### src/rtl/sc_useq_microsequencer.sv
// sc_useq_microsequencer: loadable microcode control unit for the uDATAPATH (IDLE/RUN/DONE with step watchdog).
// Optional feature macro: SC_USEQ_SINGLESTEP_EN adds SC_USEQ_step_InHigh to gate microword execution.
module sc_useq_microsequencer #(
  parameter int DATAWIDTH_DECODER_SELECTION    = 3,
  parameter int DATAWIDTH_MUX_SELECTION        = 3,
  parameter int DATAWIDTH_ALU_SELECTION        = 4,
  parameter int DATAWIDTH_REGSHIFTER_SELECTION = 2,
  parameter int ADDRWIDTH_USEQ                 = 5,
  parameter int MAX_STEPS                      = 1024,
  localparam int UW = 3 + ADDRWIDTH_USEQ + 2*DATAWIDTH_DECODER_SELECTION + 2*DATAWIDTH_MUX_SELECTION
                      + DATAWIDTH_ALU_SELECTION + 2 + DATAWIDTH_REGSHIFTER_SELECTION
) (
  input  logic                                      SC_USEQ_CLOCK_50,
  input  logic                                      SC_USEQ_RESET_InHigh,
  input  logic                                      SC_USEQ_start_InHigh,
`ifdef SC_USEQ_SINGLESTEP_EN
  input  logic                                      SC_USEQ_step_InHigh,
`endif
  input  logic                                      SC_USEQ_ucodewrite_InHigh,
  input  logic [ADDRWIDTH_USEQ-1:0]                 SC_USEQ_ucodeaddr_InBUS,
  input  logic [UW-1:0]                             SC_USEQ_ucodedata_InBUS,
  input  logic                                      SC_USEQ_overflow_InLow,
  input  logic                                      SC_USEQ_carry_InLow,
  input  logic                                      SC_USEQ_negative_InLow,
  input  logic                                      SC_USEQ_zero_InLow,
  output logic                                      SC_USEQ_busy_OutHigh,
  output logic                                      SC_USEQ_done_OutHigh,
  output logic                                      SC_USEQ_error_OutHigh,
  output logic [ADDRWIDTH_USEQ-1:0]                 SC_USEQ_pc_OutBUS,
  output logic [DATAWIDTH_DECODER_SELECTION-1:0]    SC_USEQ_decoderclearselection_OutBUS,
  output logic [DATAWIDTH_DECODER_SELECTION-1:0]    SC_USEQ_decoderloadselection_OutBUS,
  output logic [DATAWIDTH_MUX_SELECTION-1:0]        SC_USEQ_muxselectionBUSA_OutBUS,
  output logic [DATAWIDTH_MUX_SELECTION-1:0]        SC_USEQ_muxselectionBUSB_OutBUS,
  output logic [DATAWIDTH_ALU_SELECTION-1:0]        SC_USEQ_aluselection_OutBUS,
  output logic                                      SC_USEQ_regSHIFTERclear_OutLow,
  output logic                                      SC_USEQ_regSHIFTERload_OutLow,
  output logic [DATAWIDTH_REGSHIFTER_SELECTION-1:0] SC_USEQ_regSHIFTERshiftselection_OutLow
);

  localparam int DEC   = DATAWIDTH_DECODER_SELECTION;
  localparam int MUX   = DATAWIDTH_MUX_SELECTION;
  localparam int ALU   = DATAWIDTH_ALU_SELECTION;
  localparam int REGSH = DATAWIDTH_REGSHIFTER_SELECTION;
  localparam int AW    = ADDRWIDTH_USEQ;
  localparam int DEPTH = 1 << AW;
  localparam int SW    = $clog2(MAX_STEPS + 1);

  // Microword field positions, LSB upward
  localparam int SHSEL_LSB  = 0;
  localparam int SHLD_BIT   = REGSH;
  localparam int SHCLR_BIT  = REGSH + 1;
  localparam int ALU_LSB    = REGSH + 2;
  localparam int MUXB_LSB   = ALU_LSB + ALU;
  localparam int MUXA_LSB   = MUXB_LSB + MUX;
  localparam int DECLD_LSB  = MUXA_LSB + MUX;
  localparam int DECCLR_LSB = DECLD_LSB + DEC;
  localparam int TGT_LSB    = DECCLR_LSB + DEC;
  localparam int COND_LSB   = TGT_LSB + AW;

  localparam logic [2:0]    COND_HALT = 3'd7;
  localparam logic [SW-1:0] STEP_LIM  = SW'(MAX_STEPS);

  typedef enum logic [1:0] {
    ST_IDLE = 2'd0,
    ST_RUN  = 2'd1,
    ST_DONE = 2'd2
  } state_t;

  state_t        state_q, state_d;
  logic [AW-1:0] pc_q, pc_d;
  logic [SW-1:0] steps_q, steps_d;
  logic          busy_q, busy_d;
  logic          done_q, done_d;
  logic          error_q, error_d;

  logic [UW-1:0] mem_q [DEPTH];

  logic [UW-1:0] uword_s;
  logic [2:0]    cond_s;
  logic [AW-1:0] target_s;
  logic          exec_s;
  logic          take_branch_s;
  logic [SW-1:0] steps_inc_s;

  assign uword_s     = mem_q[pc_q];
  assign cond_s      = uword_s[COND_LSB +: 3];
  assign target_s    = uword_s[TGT_LSB +: AW];
  assign steps_inc_s = steps_q + SW'(1);

`ifdef SC_USEQ_SINGLESTEP_EN
  assign exec_s = (state_q == ST_RUN) && SC_USEQ_step_InHigh;
`else
  assign exec_s = (state_q == ST_RUN);
`endif

  // Microcode store: writable only while idle, never cleared by reset
  always_ff @(posedge SC_USEQ_CLOCK_50) begin
    if (SC_USEQ_ucodewrite_InHigh && (state_q == ST_IDLE)) begin
      mem_q[SC_USEQ_ucodeaddr_InBUS] <= SC_USEQ_ucodedata_InBUS;
    end
  end

  // Branch decision; flags are active low, so 0 means the condition holds
  always_comb begin
    take_branch_s = 1'b0;
    case (cond_s)
      3'd1:    take_branch_s = 1'b1;
      3'd2:    take_branch_s = ~SC_USEQ_zero_InLow;
      3'd3:    take_branch_s = ~SC_USEQ_negative_InLow;
      3'd4:    take_branch_s = ~SC_USEQ_carry_InLow;
      3'd5:    take_branch_s = ~SC_USEQ_overflow_InLow;
      3'd6:    take_branch_s = SC_USEQ_zero_InLow;
      default: take_branch_s = 1'b0;
    endcase
  end

  // Sequencer next-state: start handshake, pc update, halt and watchdog
  always_comb begin
    state_d = state_q;
    pc_d    = pc_q;
    steps_d = steps_q;
    busy_d  = busy_q;
    done_d  = 1'b0;
    error_d = error_q;
    case (state_q)
      ST_IDLE: begin
        if (SC_USEQ_start_InHigh) begin
          state_d = ST_RUN;
          pc_d    = {AW{1'b0}};
          steps_d = {SW{1'b0}};
          busy_d  = 1'b1;
          error_d = 1'b0;
        end else begin
          busy_d  = 1'b0;
        end
      end
      ST_RUN: begin
        if (exec_s) begin
          steps_d = steps_inc_s;
          if (cond_s == COND_HALT) begin
            state_d = ST_DONE;
            busy_d  = 1'b0;
            done_d  = 1'b1;
          end else if (steps_inc_s >= STEP_LIM) begin
            state_d = ST_DONE;
            busy_d  = 1'b0;
            done_d  = 1'b1;
            error_d = 1'b1;
          end else if (take_branch_s) begin
            pc_d    = target_s;
          end else begin
            pc_d    = pc_q + AW'(1);
          end
        end else begin
          busy_d  = 1'b1;
        end
      end
      ST_DONE: begin
        state_d = ST_IDLE;
        busy_d  = 1'b0;
      end
      default: begin
        state_d = ST_IDLE;
        busy_d  = 1'b0;
      end
    endcase
  end

  // Sequencer state and registered status flags
  always_ff @(posedge SC_USEQ_CLOCK_50) begin
    if (SC_USEQ_RESET_InHigh) begin
      state_q <= ST_IDLE;
      pc_q    <= {AW{1'b0}};
      steps_q <= {SW{1'b0}};
      busy_q  <= 1'b0;
      done_q  <= 1'b0;
      error_q <= 1'b0;
    end else begin
      state_q <= state_d;
      pc_q    <= pc_d;
      steps_q <= steps_d;
      busy_q  <= busy_d;
      done_q  <= done_d;
      error_q <= error_d;
    end
  end

  assign SC_USEQ_busy_OutHigh  = busy_q;
  assign SC_USEQ_done_OutHigh  = done_q;
  assign SC_USEQ_error_OutHigh = error_q;
  assign SC_USEQ_pc_OutBUS     = pc_q;

  // Datapath controls: live microword fields while executing, safe hold values otherwise
  always_comb begin
    if (exec_s) begin
      SC_USEQ_decoderclearselection_OutBUS    = uword_s[DECCLR_LSB +: DEC];
      SC_USEQ_decoderloadselection_OutBUS     = uword_s[DECLD_LSB +: DEC];
      SC_USEQ_muxselectionBUSA_OutBUS         = uword_s[MUXA_LSB +: MUX];
      SC_USEQ_muxselectionBUSB_OutBUS         = uword_s[MUXB_LSB +: MUX];
      SC_USEQ_aluselection_OutBUS             = uword_s[ALU_LSB +: ALU];
      SC_USEQ_regSHIFTERclear_OutLow          = uword_s[SHCLR_BIT];
      SC_USEQ_regSHIFTERload_OutLow           = uword_s[SHLD_BIT];
      SC_USEQ_regSHIFTERshiftselection_OutLow = uword_s[SHSEL_LSB +: REGSH];
    end else begin
      SC_USEQ_decoderclearselection_OutBUS    = {DEC{1'b0}};
      SC_USEQ_decoderloadselection_OutBUS     = {DEC{1'b0}};
      SC_USEQ_muxselectionBUSA_OutBUS         = {MUX{1'b0}};
      SC_USEQ_muxselectionBUSB_OutBUS         = {MUX{1'b0}};
      SC_USEQ_aluselection_OutBUS             = {ALU{1'b0}};
      SC_USEQ_regSHIFTERclear_OutLow          = 1'b1;
      SC_USEQ_regSHIFTERload_OutLow           = 1'b1;
      SC_USEQ_regSHIFTERshiftselection_OutLow = {REGSH{1'b1}};
    end
  end

endmodule

### config.mk
export PLATFORM = sky130hd
export DESIGN_NAME = sc_useq_microsequencer
export DESIGN_NICKNAME = d
export VERILOG_FILES = /design/src/rtl/sc_useq_microsequencer.sv
export SDC_FILE = /design/constraint.sdc
export NUM_CORES = 1
export LEC_CHECK = 0
export ABC_AREA = 1
export ABC_CLOCK_PERIOD_IN_PS = 2800
export BUFFER_PORTS_ARGS = -buffer_cell sky130_fd_sc_hd__buf_2
export CORE_AREA = 4 4 335 205
export CTS_CLUSTER_DIAMETER = 40
export CTS_CLUSTER_SIZE = 20
export DETAILED_ROUTE_END_ITERATION = 10
export DIE_AREA = 0 0 339 209
export PLACE_DENSITY_LB_ADDON = 0.1
export SLEW_MARGIN = 20
export SYNTH_ARGS = -nofsm -noshare
export SYNTH_HDL_FRONTEND = slang
export SYNTH_SLANG_ARGS = --single-unit
### constraint.sdc
create_clock -name SC_USEQ_CLOCK_50 -period 2.8 [get_ports SC_USEQ_CLOCK_50]
set_input_delay 0.28 -clock SC_USEQ_CLOCK_50 [delete_from_list [all_inputs] [get_ports SC_USEQ_CLOCK_50]]
set_output_delay 0.28 -clock SC_USEQ_CLOCK_50 [all_outputs]
set_load 0.05 [all_outputs]
==> Yosys cells after proc, flatten, opt, wreduce, memory -nomap -nowiden <==
Memories as Yosys holds them, arrays and structs flattened. A register that Yosys moved wholly into a read port is not among the register bits.
Index checks and enable logic that the tools add are counted.
{ "totals": {"wordCells": 70, "mem_count": 1, "out_inout_bits": 28, "regBits": 21, "mem_bits_rw": 896, "inputBits": 41} }
{ "op_classes": {"addsub": 2, "order_cmp": 1, "eq_ne": 13, "reduce_logical": 8, "bitwise_logic": 5, "n_mux": 34} }
{ "mem_list": {"columns": ["memory", "words", "word_bits", "read_ports", "rd_clocked_by_memory_dff", "wr", "line", "text"], "rows": [
  ["mem_q", 32, 28, 1, 1, 1, "76", "logic [UW-1:0] mem_q [DEPTH];"]
]} }
{ "ops": {"columns": ["operator", "count"], "rows": [
  ["5-bit 2-to-1 mux", 6],
  ["11-bit case mux with 2 select lines", 1],
  ["3-bit == test, second input constant", 4],
  ["1-bit 2-to-1 mux", 12],
  ["3-bit 2-to-1 mux", 4],
  ["11-bit by 1-bit adder with 11-bit output, second input constant", 1],
  ["11-bit greater-or-equal comparator, second input constant", 1],
  ["11-bit 2-to-1 mux", 1],
  ["5-bit case mux with 2 select lines", 1],
  ["2-bit 2-to-1 mux", 4],
  ["4-bit AND reduction", 2],
  ["3-bit by 2-bit == test with 1-bit output, second input constant", 2],
  ["2-bit != test, second input constant", 3],
  ["1-bit case mux with 6 select lines", 1],
  ["5-bit by 1-bit adder with 5-bit output, second input constant", 1],
  ["1-bit NOT", 5],
  ["4-bit 2-to-1 mux", 1],
  ["1-bit case mux with 2 select lines", 2],
  ["2-bit case mux with 2 select lines", 1],
  ["2-bit AND reduction", 2],
  ["3-bit by 1-bit == test with 1-bit output, second input constant", 1],
  ["3-bit by 1-bit != test with 1-bit output, second input constant", 1],
  ["2-bit by 1-bit == test with 1-bit output, second input constant", 1],
  ["2-bit logical NOT", 1],
  ["4 further kinds", 4]
]} }

==> Longest topological paths before layout <==
{ "logic_depth": {"ltp_word": 8, "ltp_mapped": 18, "ltp_nobuf": 16} }

==> Worst setup path after synthesis <==
No wires, ideal clock.
{ "synth_timing": {"path_type": "register -> output", "from": "reg with a tool-made name", "to": "out SC_USEQ_decoderclearselection_OutBUS[0]", "path_buffers": 6, "setup_slack_ps": -182, "arrival_ps": 2702, "stages_incl_launch_ff": 12, "t_required_ps": 2520, "path_cell_list": "dfxtp_1 -> buf_6 -> inv_6 -> buf_6 -> buf_6 -> buf_6 -> buf_4 -> buf_4 -> nor2_1 -> o221ai_1 -> nand3_1 -> a221oi_1"} }
{ "synth_lines": {"columns": ["item", "line", "text"], "rows": [
  ["end, declared", "30", "output logic [DATAWIDTH_DECODER_SELECTION-1:0] SC_USEQ_decoderclearselection_OutBUS,"]
]} }

==> out/results.tsv <==
metric	value	unit
synth-edff-count	896	
hpwl	57300	um
total_leakage_power	0.0147	uW
grt_max_degree	49	
rsz0062_at_grt	true	
drc	0	
ant_nets	0	
cp_max_fo	13	
critPathKind	reg2out	
grt_use_total	31.1	%
vias	25300	
crit_required	2.52	ns
dieArea	70900	um2
worstMarginPinSlew	0.818	ns
peakVddDrop	0.000493	V
nets	2991	
yosysTopAreaCell	edfxtp_1	
drtIter0Drc	3722	
register_area	27400	um2
synthXorXnorAreaFrac	0.0958	%
drv_slew	0	
synth_compound_area_share	10.7	%
p_switching	13600	uW
power_frac_comb	31.8	%
yosys.cell_types.count	41	
finalHoldViolCount	0	
synth_fa_ha_area_share	0.0684	%
rows	73	
cap_viol_max_count	0	
cp_data_arrival_time	2.70	ns
skew	0.0292	ns
syn_to_final_growth	20.1	%
layout_min_cycle_time	2.98	ns
violations	negative setup slack	
synth-simple-area-share	10.8	%
maxSlewHeadroom	45.5	%
max_freq	335	MHz
drive_gt1_share	18.8	%
start_kind	flip-flop	
avgSynthCellArea	13.2	um2
synth_mux_area_share	0	%
path_clk_slew	0.07	ns
ys_ff_latch	922	
root_buffer	clkbuf_16	
yosys_warnings	0	
clk_latency	0.67	ns
numPortBuffers	68	
postSynthCellCount	2761	
synth_area	36600	um2
reg2reg_setup_slack	0.07	ns
timing.hold.ws	0.112	ns
powerDensity	905	nW/um2
core	65700	um2
multi_input_area	8570	um2
clock_sinks	922	
initial_utilization	55.7	%
synthTopCellsByCount	edfxtp_1, nor2_1, o21ai_0, nand2_1, nand3_1	
worstSetupEndpointType	primary output	
route.detailed.wl_per_inst	29.3	um
finalSetupViolCount	20	
die_h	209	um
power_frac_clock	29.4	%
first_global_vias	23600	
overflow	0	
hold_class	in2reg	
grt_pass1_wl	162000	um
viasPerCell	6.50	
place_area	38900	um2
synth.most_common_cell	edfxtp_1	
period_share	107	%
drt-pass1-iter-count	8	
swShare	34.2	%
synth_top_family_by_area	simple AND/OR/NAND/NOR gates	
num-fill-cells	4548	
postLayoutCoreUtil	66.9	%
seq_area_frac_synth	75.0	%
finalInstanceArea	43900	um2
cts_htree_levels	3	
io_pins	69	
synth-async-reset-ratio	0	%
clock_path_buffers	3	
syn-num-nets	2804	
status	finished, violations left	
wl	114000	um
yosysTopAreaCellShare	73.6	%
ys.flop_type	edfxtp_1	
cts_inserted_buffers	82	
cts_tree	yes	
seq_power_share	38.8	%
place.gp.congestion	0.824	
grt_antenna_before_repair	4	
internal-power	26200	uW
dieWidth	339	um
yosys-top-cells-area	edfxtp_1, o21ai_0, nor2_1, nand3_1, nand2_1	
setup_slack	-0.183	ns
==> critical path: stages (launching register included) <==
cell and delay, ns:
dfxtp_4 0.38, buf_12 0.16, bufbuf_16 0.30, nor2_1 0.06
o22ai_1 0.17, nor2_1 0.08, o311ai_2 0.29, nand2_1 0.14
a21oi_4 0.22, buf_6 0.13, buf_12 0.12
==> path summary, 6_finish.rpt <==
| check | end | cells after the start | from |
|---|---|---|---|
| worst min-delay path | mem_q[15][19] | 1 | SC_USEQ_ucodedata_InBUS[19] |
| worst max register to register | flip-flop | 15 | flip-flop |
| worst min register to register | steps_q[8] | 2 | steps_q[8] |
| worst max-delay path | SC_USEQ_muxselectionBUSB_OutBUS[0] | 10 | flip-flop |
==> cell type report <==
| cell class | instances | area share, % |
|---|---|---|
| repair inverters | 7 | 0.214 |
| multi-input cells | 1614 | 19.5 |
| repair buffers | 289 | 8.48 |
| diodes | 5 | 0.0285 |
| flip-flops and latches | 922 | 62.5 |
| clock buffers | 95 | 4.96 |
| inverters | 32 | 0.416 |
| well taps | 862 | 2.46 |
| clock inverters | 58 | 1.44 |
==> cell families after synthesis <==
family,count (synthesis)
simple gates,963
xor+xnor,4
compound gates,645
buf+inv,225
fa+ha+maj,2
flops,922
==> power groups by stage <==
stage          logic [uW]  registers, uW  clock network (uW)
6_report            12600          15400               11700
5_1_grt             13400          15400               12400
4_1_cts             11400          15400               11800
3_5_place_dp         9530          15800                   0
3_3_place_gp         9400          15800                   0
2_1_floorplan        6120          15800                   0
==> sequential cells by signal, summed over array words and instances (netlist names), named ones only <==
signal / flops
mem_q: 896
SC_USEQ_error_OutHigh: 1
SC_USEQ_pc_OutBUS: 5
state_q: 2
SC_USEQ_done_OutHigh: 1
steps_q: 11
SC_USEQ_busy_OutHigh: 1
==> per-stage QoR <==
stage               power (uW)  cells  setup TNS [ns]  setup slack [ns]
global placement         25200   3648               0            0.0665
global route             41200   3882           -4.10            -0.238
finish                   39700   3884           -2.42            -0.183
floorplan                21900   2761               0             0.107
detailed placement       25300   3648               0            0.0682
CTS                      38600   3848           -2.94            -0.171
==> placed cells by master, fill, tap and decap left out, types with 6 or more instances in the layout <==
| cell type | n |
|---|---|
| clkinvlp_4 | 6 |
| o21ai_1 | 51 |
| a21oi_1 | 51 |
| inv_6 | 14 |
| clkbuf_16 | 91 |
| buf_4 | 116 |
| nor2_1 | 374 |
| edfxtp_1 | 896 |
| dfxtp_1 | 21 |
| buf_2 | 48 |
| o21ai_0 | 279 |
| a31oi_1 | 11 |
| nand3_2 | 6 |
| o221ai_1 | 113 |
| a31oi_2 | 8 |
| o211ai_1 | 12 |
| nand3_1 | 219 |
| buf_8 | 12 |
| o311ai_1 | 7 |
| a21oi_2 | 10 |
| inv_8 | 12 |
| clkinv_4 | 9 |
| inv_1 | 26 |
| clkinv_8 | 13 |
| buf_12 | 50 |
| nor2_2 | 14 |
| nor2_4 | 34 |
| buf_16 | 25 |
| clkbuf_1 | 7 |
| o22ai_1 | 39 |
| nand2_1 | 296 |
| o21ai_2 | 17 |
| buf_6 | 20 |
| o221ai_2 | 11 |
| a22oi_1 | 18 |
| clkinv_2 | 7 |
| bufbuf_16 | 11 |
==> metal layers <==
metal,vias to the layer above,track usage (%),wire [um]
met5,-,0,13
met4,2,8.78,3550
met3,246,6.93,13700
met2,1681,47.1,51100
met1,12500,45.9,45400
li1,10800,-,-
==> what timing repair did <==
action | CTS | global route
buffers inserted | 21 | 21
endpoints found under the setup margin | 20 | 31
resized for setup | 117 | 135
hold endpoints to repair | 2 | 0
pin swaps | 31 | 61
hold buffers | 1 | 0
gates cloned | 26 | 11
No activity file was read; power rests on OpenSTA's default activity.
